<file path="config.mk">
export PLATFORM = sky130hd
export DESIGN_NAME = imu_bias_filter
export DESIGN_NICKNAME = d
export VERILOG_FILES = /design/src/rtl/imu_bias_filter.sv
export SDC_FILE = /design/constraint.sdc
export NUM_CORES = 1
export LEC_CHECK = 0
export ABC_AREA = 1
export ABC_CLOCK_PERIOD_IN_PS = 10760
export CAP_MARGIN = 0
export CORE_MARGIN = 10
export CORE_UTILIZATION = 25
export CTS_BUF_LIST = sky130_fd_sc_hd__clkbuf_2
export CTS_CLUSTER_DIAMETER = 120
export DETAILED_ROUTE_END_ITERATION = 8
export PLACE_DENSITY = 0.41
export SLEW_MARGIN = 5
export SYNTH_ARGS = -nofsm -noshare
export SYNTH_HDL_FRONTEND = slang
export SYNTH_SLANG_ARGS = --single-unit
</file>
<file path="constraint.sdc">
create_clock -name clk -period 10.76 [get_ports clk]
set_input_delay 1.076 -clock clk [delete_from_list [all_inputs] [get_ports clk]]
set_output_delay 1.076 -clock clk [all_outputs]
set_load 0.01 [all_outputs]
</file>
<file path="src/rtl/imu_bias_filter.sv">
// Gyro zero-rate bias estimator and sample conditioner for the MPU6050 reader.
// Define IMU_IIR_EN to compile the first-order IIR smoothing stage on all six channels.
module imu_bias_filter #(
  parameter int SAMPLE_DIV  = 1000000,
  parameter int CAL_LOG2    = 6,
  parameter int ALPHA_SHIFT = 2
) (
  input  logic        clk,
  input  logic        rst,
  input  logic        init_done,
  input  logic [15:0] acc_x,
  input  logic [15:0] acc_y,
  input  logic [15:0] acc_z,
  input  logic [15:0] gyro_x,
  input  logic [15:0] gyro_y,
  input  logic [15:0] gyro_z,
  output logic [15:0] acc_x_f,
  output logic [15:0] acc_y_f,
  output logic [15:0] acc_z_f,
  output logic [15:0] gyro_x_f,
  output logic [15:0] gyro_y_f,
  output logic [15:0] gyro_z_f,
  output logic        out_valid,
  output logic        cal_done,
  output logic [1:0]  state_dbg
);

  // out_valid is a one-cycle strobe qualifying the *_f words; there is no back-pressure.
  localparam int TW = $clog2(SAMPLE_DIV);
  localparam int AW = 16 + CAL_LOG2;
  localparam logic [TW-1:0] TICK_LAST = TW'(SAMPLE_DIV - 1);
  localparam logic [CAL_LOG2-1:0] CAL_LAST = '1;

  typedef enum logic [1:0] {
    ST_WAIT  = 2'd0,
    ST_CALIB = 2'd1,
    ST_RUN   = 2'd2
  } state_t;

  state_t state, state_nxt;

  logic [TW-1:0]        tick_cnt;
  logic                 tick;
  logic                 samp_pend;
  logic [15:0]          raw      [6];
  logic [15:0]          samp     [6];
  logic [15:0]          x        [6];
  logic [15:0]          y        [6];
  logic [15:0]          y_nxt    [6];
  logic signed [AW-1:0] accum    [3];
  logic signed [AW-1:0] accum_sum[3];
  logic [15:0]          bias     [3];
  logic [15:0]          bias_nxt [3];
  logic signed [16:0]   gdiff    [3];
  logic [CAL_LOG2-1:0]  cal_cnt;
  logic                 acc_en, run_en, abort, cal_finish;

  assign tick      = (tick_cnt == TICK_LAST);
  assign state_dbg = state;

  always_comb begin
    raw[0] = acc_x;
    raw[1] = acc_y;
    raw[2] = acc_z;
    raw[3] = gyro_x;
    raw[4] = gyro_y;
    raw[5] = gyro_z;
  end

  always_ff @(posedge clk) begin
    if (rst) state <= ST_WAIT;
    else     state <= state_nxt;
  end

  // Losing init_done always wins over a pending calibration step or output update.
  always_comb begin
    state_nxt = state;
    unique case (state)
      ST_WAIT:  if (tick && init_done) state_nxt = ST_CALIB;
      ST_CALIB: if (!init_done) state_nxt = ST_WAIT;
                else if (samp_pend && cal_cnt == CAL_LAST) state_nxt = ST_RUN;
      ST_RUN:   if (!init_done) state_nxt = ST_WAIT;
      default:  state_nxt = ST_WAIT;
    endcase
  end

  always_comb begin
    acc_en   = 1'b0;
    run_en   = 1'b0;
    abort    = 1'b0;
    cal_done = 1'b0;
    unique case (state)
      ST_CALIB: begin
        abort  = !init_done;
        acc_en = init_done && samp_pend;
      end
      ST_RUN: begin
        cal_done = 1'b1;
        abort    = !init_done;
        run_en   = init_done && samp_pend;
      end
      default: ;
    endcase
  end

  assign cal_finish = acc_en && (cal_cnt == CAL_LAST);

  always_comb begin
    for (int i = 0; i < 3; i++) begin
      x[i]     = samp[i];
      gdiff[i] = {samp[3+i][15], samp[3+i]} - {bias[i][15], bias[i]};
      if (gdiff[i][16] != gdiff[i][15]) x[3+i] = gdiff[i][16] ? 16'h8000 : 16'h7fff;
      else                              x[3+i] = gdiff[i][15:0];
      accum_sum[i] = accum[i] + AW'($signed(samp[3+i]));
      bias_nxt[i]  = 16'(accum_sum[i] >>> CAL_LOG2);
    end
  end

`ifdef IMU_IIR_EN
  logic               first;
  logic signed [16:0] fdiff[6];
  logic [15:0]        fstep[6];

  always_comb begin
    for (int i = 0; i < 6; i++) begin
      fdiff[i] = {x[i][15], x[i]} - {y[i][15], y[i]};
      fstep[i] = 16'(fdiff[i] >>> ALPHA_SHIFT);
      // The step never overshoots x, so 16-bit wraparound addition is exact.
      y_nxt[i] = first ? x[i] : y[i] + fstep[i];
    end
  end

  always_ff @(posedge clk) begin
    if (rst || abort)    first <= 1'b0;
    else if (cal_finish) first <= 1'b1;
    else if (run_en)     first <= 1'b0;
  end
`else
  always_comb begin
    for (int i = 0; i < 6; i++) y_nxt[i] = x[i];
  end
`endif

  always_ff @(posedge clk) begin
    if (rst) begin
      tick_cnt  <= '0;
      samp_pend <= 1'b0;
      out_valid <= 1'b0;
      cal_cnt   <= '0;
      for (int i = 0; i < 6; i++) begin
        samp[i] <= '0;
        y[i]    <= '0;
      end
      for (int i = 0; i < 3; i++) begin
        accum[i] <= '0;
        bias[i]  <= '0;
      end
    end else begin
      tick_cnt  <= tick ? '0 : tick_cnt + TW'(1);
      samp_pend <= tick;
      out_valid <= run_en;
      if (tick) begin
        for (int i = 0; i < 6; i++) samp[i] <= raw[i];
      end
      if (abort) begin
        cal_cnt <= '0;
        for (int i = 0; i < 3; i++) begin
          accum[i] <= '0;
          bias[i]  <= '0;
        end
      end else if (acc_en) begin
        cal_cnt <= cal_cnt + 1'b1;
        for (int i = 0; i < 3; i++) begin
          if (cal_finish) begin
            bias[i]  <= bias_nxt[i];
            accum[i] <= '0;
          end else begin
            accum[i] <= accum_sum[i];
          end
        end
      end else if (run_en) begin
        for (int i = 0; i < 6; i++) y[i] <= y_nxt[i];
      end
    end
  end

  assign acc_x_f  = y[0];
  assign acc_y_f  = y[1];
  assign acc_z_f  = y[2];
  assign gyro_x_f = y[3];
  assign gyro_y_f = y[4];
  assign gyro_z_f = y[5];

endmodule
</file>
# Yosys cells after proc, flatten, opt, wreduce, memory -nomap -nowiden
# Memory sizes are Yosys's and may differ from the RTL's.
# Cells that the tools add are included.
# totals
mem_bits_rw,306
inputBits,99
ff_bits,30
rom_bits,0
elab_cells,129
n_memories,4
out_inout_bits,100
latch_bits,0
# op_classes
bitwise_logic,27
n_shift,0
n_mul,0
n_eq_ne,10
reduce_logical,10
n_div,0
n_mux,65
n_lt_le_gt_ge,0
addsub,8
# mem_list
name,depth,width,rd,rd_clocked_by_memory_dff,write_ports,line_no,rtl
samp,6,16,6,0,6,46,logic [15:0] samp [6];
y,6,16,6,0,6,48,logic [15:0] y [6];
accum,3,22,3,0,3,50,logic signed [AW-1:0] accum [3];
bias,3,16,3,0,3,52,logic [15:0] bias [3];
# op_table
operator,n
16-bit 2-to-1 mux,24
22-bit 2-to-1 mux,9
22-bit by 16-bit adder with 22-bit output,3
16-bit by 16-bit subtractor with 17-bit output,3
1-bit 2-to-1 mux,27
1-bit OR,27
20-bit by 1-bit adder with 20-bit output (second input constant),1
20-bit == test (second input constant),1
2-bit 2-to-1 mux,4
6-bit by 1-bit adder with 6-bit output (second input constant),1
6-bit == test (second input constant),1
2-bit one-hot mux with 3 select lines,1
2-bit OR reduction,3
1-bit logical AND,4
2-bit inequality test (second input constant),2
1-bit inequality test,3
3-bit inequality test (second input constant),1
3-bit AND reduction,1
2-bit by 1-bit == test with 1-bit output (second input constant),1
2-bit == test (second input constant),1
2-bit logical NOT,1
1-bit logical NOT,1

# Logic depth before layout (Yosys ltp)
# Gate-level depths: netlist (run 1).
# depth
depth_word,10
mapped_depth,16
mapped_depth_nobuf,15

# Worst setup path before layout (run 1)
# OpenSTA, ideal clock, no wires.
# synth_timing
kind,in2reg
start,input init_done
end,memory y[0][0] (enable)
cell_stages,4
path_slack_ns,2.053
arrival_ns,8.024
setup_time_ns,0.683
t_required_ns,10.077
n_path_buf,0
path_cell_list,nand2_1 -> nor2_1 -> inv_1 -> o21ai_0
# synth_lines
item,line_no,rtl
"start, declared",10,"input logic init_done,"
"end, declared",48,

==> results of run 1 <==
==> routing by layer <==
layer | track usage (%) | wire length, um | vias to the layer above
met1 | 16.42 | 27200 | 7192
li1 | - | - | 7872
met4 | 4.060 | 1297 | 0
met5 | 0 | 0 | -
met2 | 20.07 | 25720 | 357
met3 | 2.723 | 2701 | 96
==> kinds of logic (layout without fill, tap and decap cells) <==
group | count (synthesis) | in the layout
AOI/OAI and AO/OA | 262 | 262
xor gates and xnor gates | 71 | 71
adders and majority gates | 122 | 122
buffers and inverters | 415 | 751
DFF | 336 | 336
other | 0 | 1
and+or+nand+nor | 1030 | 1030
==> per-stage QoR <==
stage	instances	total power [mW]	setup WS [ns]	hold slack, ns	cell area, um^2
2_1_floorplan	2236	1.839	2.053	0.4173	19580
3_3_place_gp	3444	2.033	6.377	0.4317	22720
3_5_place_dp	3444	2.028	6.379	0.4422	22720
4_1_cts	3612	3.008	7.262	0.4092	23560
5_1_grt	3613	3.131	7.005	0.4652	23560
6_report	3613	2.932	7.413	0.4552	23560
==> placed cells by master, fill, tap and decap left out, types with 3 or more instances in the layout <==
| master | count |
|---|---|
| nor2_4 | 11 |
| nor2_2 | 32 |
| and2_1 | 8 |
| nor2_1 | 349 |
| nand3_2 | 9 |
| buf_4 | 9 |
| inv_2 | 6 |
| inv_1 | 369 |
| o21bai_1 | 17 |
| dfxtp_1 | 30 |
| nand2_2 | 12 |
| xor2_1 | 43 |
| nor4_1 | 3 |
| nand2_1 | 425 |
| nand3_1 | 102 |
| fa_1 | 6 |
| clkinv_2 | 4 |
| o21a_1 | 11 |
| nor3_1 | 24 |
| nor3b_1 | 4 |
| a21oi_2 | 5 |
| ha_1 | 116 |
| nand3b_1 | 7 |
| edfxtp_1 | 306 |
| a21o_1 | 10 |
| nor3_2 | 8 |
| clkdlybuf4s50_1 | 198 |
| clkbuf_2 | 139 |
| or2_2 | 7 |
| xnor2_1 | 28 |
| clkinv_1 | 19 |
| nand4_1 | 25 |
| a21oi_1 | 149 |
| o21ai_0 | 53 |
| a21boi_0 | 7 |
==> how the worst max path moves through the flow <==
stage	end	slack (ns)	cells past startpoint
5_1_grt	bias[0][24]	7.01	9
3_3_place_gp	bias[0][30]	6.38	7
6_report	bias[0][27]	7.41	9
4_1_cts	bias[0][30]	7.26	9
3_5_place_dp	bias[0][30]	6.38	7
2_1_floorplan	y[0][0]	2.05	4
==> power by group <==
group | internal, mW | total (mW) | switching, mW
Combinational | 0.187 | 0.492 | 0.305
Clock | 0.355 | 0.938 | 0.584
Sequential | 1.47 | 1.50 | 0.0282
==> final cells by class <==
cell class,instances,area (um^2)
sequential,336,9789
clock inverter,29,146.4
fill,8411,54030
tap,1040,1301
timing repair buffer,207,2049
multi-input combinational,1485,8162
clock buffer,139,695.7
inverter,376,1414
antenna,1,2.502
==> worst max-delay path: stages, from the launching register on <==
cell and delay [ns]:
dfxtp_1 0.34, inv_1 0.09, ha_1 0.30, nand2_2 0.10, nor2_2 0.17, nand2_1 0.07
inv_1 0.11, nand2_2 0.57, nand2_2 0.66, buf_4 0.51
==> state kept, by name, indices dropped and copies added, names as in the netlist <==
| name | cells |
|---|---|
| bias | 48 |
| out_valid | 1 |
| accum | 66 |
| samp_pend | 1 |
| samp | 96 |
| state_dbg | 2 |
| cal_cnt | 6 |
| y | 96 |
| tick_cnt | 20 |
==> metrics.cfg, run 1 <==
[synthesis]
synthXorXnorAreaFrac_pct = 3.177
synth_area_per_cell_um2 = 8.754
ys_seq_elements = 336
synth-adder-area-share_pct = 8.028
synth_top_family_by_area = simple AND/OR/NAND/NOR gates
yosysTopAreaCellShare_pct = 46.94
ys_types = 45
synth_top_cell_by_area = edfxtp_1
synth_area_mm2 = 0.01958
ys.flop_type = edfxtp_1
yosys-top-cells-area = edfxtp_1 47%, nand2_1 8.2%, ha_1 7.4%, inv_1 7.1%, nor2_1 6.7%
synth_common_cells = 429 x nand2_1, 370 x inv_1, 349 x nor2_1
synth.area.mux_share_pct = 0
yosysMostFrequentCell = nand2_1
synth-compound-area-share_pct = 7.459
yosysWarnings = 0
seq_area_frac_synth_pct = 50.01
async_flop_share_pct = 0
syn_nets = 2457
synth-edff-count = 306
yosys.area_share.simple_pct = 22.87
syn_inst = 2236

[worst_hold_path]
hold_depth = 1
hp-start = tick_cnt[0]
min_path_type = reg2reg
whs_endpoint = tick_cnt[0]

[floorplanning]
die_y_um = 299.8
io_pins = 199
rows = 102
initial_core_util_pct = 25.23
die_width_um = 299.8
die_area_mm2 = 0.08989
core_mm2 = 0.07759

[timing]
rsz0062_at_grt = false
tns_ns = 0
setup_viol = 0
period_minus_slack_ns = 3.347
maxSlewViolCount = 0
finClkSkew_ns = 0.1153
worst_pin_slew_ns = 1.041
max-slew-margin-rel_pct = 30.42
period_share_pct = 31.11
hold_violations = 0
fmax_ghz = 0.2988

[global_routing]
grt_antenna_before_repair = 1
grt.total_usage_pct = 12.47
grt_pass1_wl_um = 88740
grt_max_degree = 73
gr-total-overflow = 0
grt_pass1_vias = 15790

[detailed_routing]
wirelength_um = 56920
dr.pass1.iters = 5
via_count = 15520
drtIter0Drc = 750
viasPerCell = 4.295
wire_per_inst_um = 15.75
drcViolationCount = 0
postRouteAntennaNets = 0

[cts]
ctsResizeCount = 0
clk_latency_ns = 1.09
numCtsBuffers = 101
cts_hold_buffers = 0
path_clk_slew_ns = 0.09
cts_tree = yes
clockRootBuffer = clkbuf_2
postCtsSetupBuffers = 0
ctsLongestPathBuffers = 3
ctsHtreeMaxLevel = 3
cts.sinks = 336

[worst_setup_path]
worstSetupPathType = reg2reg
rrSetupSlack_ns = 7.41
worstPathMaxFanout = 49
crit_start = state_dbg[1]
worstReg2RegEnd = bias[0][27]
endpoint_kind = register
r2r-start = state_dbg[1]
required_ns = 11.41
worstPathArrival_ns = 4.00
reg2reg_depth = 9
cp-start-kind = register

[final_layout]
syn_to_final_growth_pct = 20.36
drive_gt1_share_pct = 9.876
finish.utilization_pct = 30.36
final_nets = 2728

[pwr]
p_leak_nw = 10.37
peakVddDrop_mv = 0.06010
cellPowerDensity_mw_per_mm2 = 124.4

[flow_run]
maxCapViolCount = 0

[placed_design]
gp_congestion = 0.8828
dpl.hpwl_um = 42960
port_buffers = 198

[run_status]
outcome = completed

(Power assumes the default switching activity.)
==> inputs of run 2 (changes only) <==
ABC_CLOCK_PERIOD_IN_PS = 2700   (was 10760)
PLACE_DENSITY = 0.42   (was 0.41)
clock period = 2.7 ns   (was 10.76 ns; I/O delays follow)
==> run 2 against run 1 <==
Sequential cell count is the same. Routed wire length grew 2.1%. Die area is the same. Power grew to 4.1 times the previous value. Critical endpoint is now accum[0][20]. Utilization grew 1.8 points. Critical path type unchanged. Non-clock buffer count grew 133. Highest routed layer unchanged. Clock power grew to 4.1 times the previous value.
==> metrics.cfg, run 2 (synthesis results as in run 1) <==
[run_status]
outcome = completed

[floorplanning]
core_mm2 = 0.07759
initial_core_util_pct = 25.23
rows = 102
die_y_um = 299.8
die_area_mm2 = 0.08989
io_pins = 199
die_width_um = 299.8

[placed_design]
dp_slack_ns = 0.1671
place_area_mm2 = 0.02307
gp_congestion = 0.9126
place_inst = 3476
port_buffers = 198
dpl.hpwl_um = 44480

[pwr]
power.share.clock_pct = 31.9
switching_share_pct = 30.83
p_int_mw = 8.237
peakVddDrop_mv = 0.2269
power_frac_seq_pct = 50.1
cellPowerDensity_mw_per_mm2 = 477.2
fin_total_pwr_mw = 11.91
p_leak_nw = 11.01
pwr-share-comb_pct = 17.9
switching_power_mw = 3.672

[worst_setup_path]
cp_slowest_cell = fa_1
required_ns = 3.48
crit_top_cell = nand3_1
crit_chain = ha_1, inv_1, fa_1, o21ai_0, buf_4, nand3_1, nand3_1, xor2_1, nor2_1
slowest_delay_ns = 0.45
worstPathMaxFanout = 4
endpoint_kind = register
cp-start-kind = register
worstPathArrival_ns = 3.29
worstSetupPathType = reg2reg

[detailed_routing]
wire_per_inst_um = 15.50
postRouteAntennaNets = 0
viasPerCell = 4.261
wirelength_um = 58080
dr.pass1.iters = 5
drcViolationCount = 0
drtIter0Drc = 718
via_count = 15970

[final_layout]
layout_common_cells = 423 x nand2_1, 368 x inv_1, 349 x nor2_1
design_area_mm2 = 0.02496
fin_cells = 3747
finish.utilization_pct = 32.16
reg_top3 = samp x96, y x96, accum x66
drive_gt1_share_pct = 10.98
layout_commonest_cell = nand2_1
final_nets = 2857
syn_to_final_growth_pct = 27.48

[flow_run]
maxCapViolCount = 0

[timing]
setup_viol = 0
period_share_pct = 93.02
fmax_ghz = 0.3982
finClkSkew_ns = 0.09442
period_minus_slack_ns = 2.512
layout_setup_ws_ns = 0.1884
hold_violations = 0
max-slew-margin-rel_pct = 60.32
worst_pin_slew_ns = 0.5889
maxSlewViolCount = 0
rsz0062_at_grt = false

[cts]
cts_tree = yes
ctsHtreeMaxLevel = 3
numCtsBuffers = 97
cts.sinks = 336
ctsLongestPathBuffers = 3
clockRootBuffer = clkbuf_2
clk_latency_ns = 1.09
path_clk_slew_ns = 0.10

[worst_hold_path]
min_path_type = in2reg

[global_routing]
grt_antenna_before_repair = 2
grt.total_usage_pct = 12.65
grt_max_degree = 65
gr-total-overflow = 0
grt_pass1_wl_um = 90870
grt_pass1_vias = 16250

-- run 2: layout make-up --
class                      instances  area, um^2
timing repair buffer             340        3393
multi-input combinational       1485        8195
fill                            8337       52640
clock buffer                     140       700.7
tap                             1040        1301
sequential                       336        9792
antenna                            3       7.507
inverter                         376        1416
clock inverter                    27       148.9
-- run 2: repair_timing --
item	4_1_cts	5_1_grt
hold endpoints to repair	100	0
resized for setup	0	6
setup endpoints to repair	0	28
setup buffers	0	3
hold buffers	98	0
-- run 2: power groups by stage --
stage	sequential, mW	combinational, mW	clock, mW
after floorplan	6.10	1.22	0
after global placement	6.09	2.04	0
after detailed placement	6.09	2.02	0
after CTS	5.98	2.15	4.04
after global routing	6.00	2.39	4.31
final	5.97	2.14	3.80
-- run 2: final timing paths --
kind / cells past startpoint / slack (ns) / to / startpoint
worst max register to register: 9 / 0.19 / accum[0][20] / samp[3][0]
worst max-delay path: 9 / 0.19 / accum[0][20] / samp[3][0]
worst min-delay path: 4 / 0.38 / samp[3][13] / gyro_x[13]
worst min register to register: 1 / 0.45 / tick_cnt[0] / tick_cnt[0]
-- run 2: critical path, delay by kind of cell, from the launching register on --
kind	cells	cell delay, ns
flip-flops	1	0.37
AO/OA/AOI/OAI	1	0.33
AND/OR/NAND/NOR	3	0.28
XOR/XNOR	1	0.29
adder cells (fa/ha/maj)	2	0.68
buffers and inverters	2	0.27
-- run 2: stage by stage --
stage | hold slack, ns | TNS [ns]
floorplan | 0.3317 | -9.183
detailed placement | 0.4411 | 0
finish | 0.3752 | 0
CTS | 0.2025 | 0
global placement | 0.4329 | 0
global route | 0.2702 | 0
-- run 2: layer usage --
layer | wire length (um) | track usage (%) | share of wire, %
met1 | 27930 | 16.81 | 48
met2 | 26140 | 20.42 | 45
met3 | 2889 | 2.666 | 5.0
met4 | 1131 | 3.727 | 1.9
met5 | 0 | 0 | 0
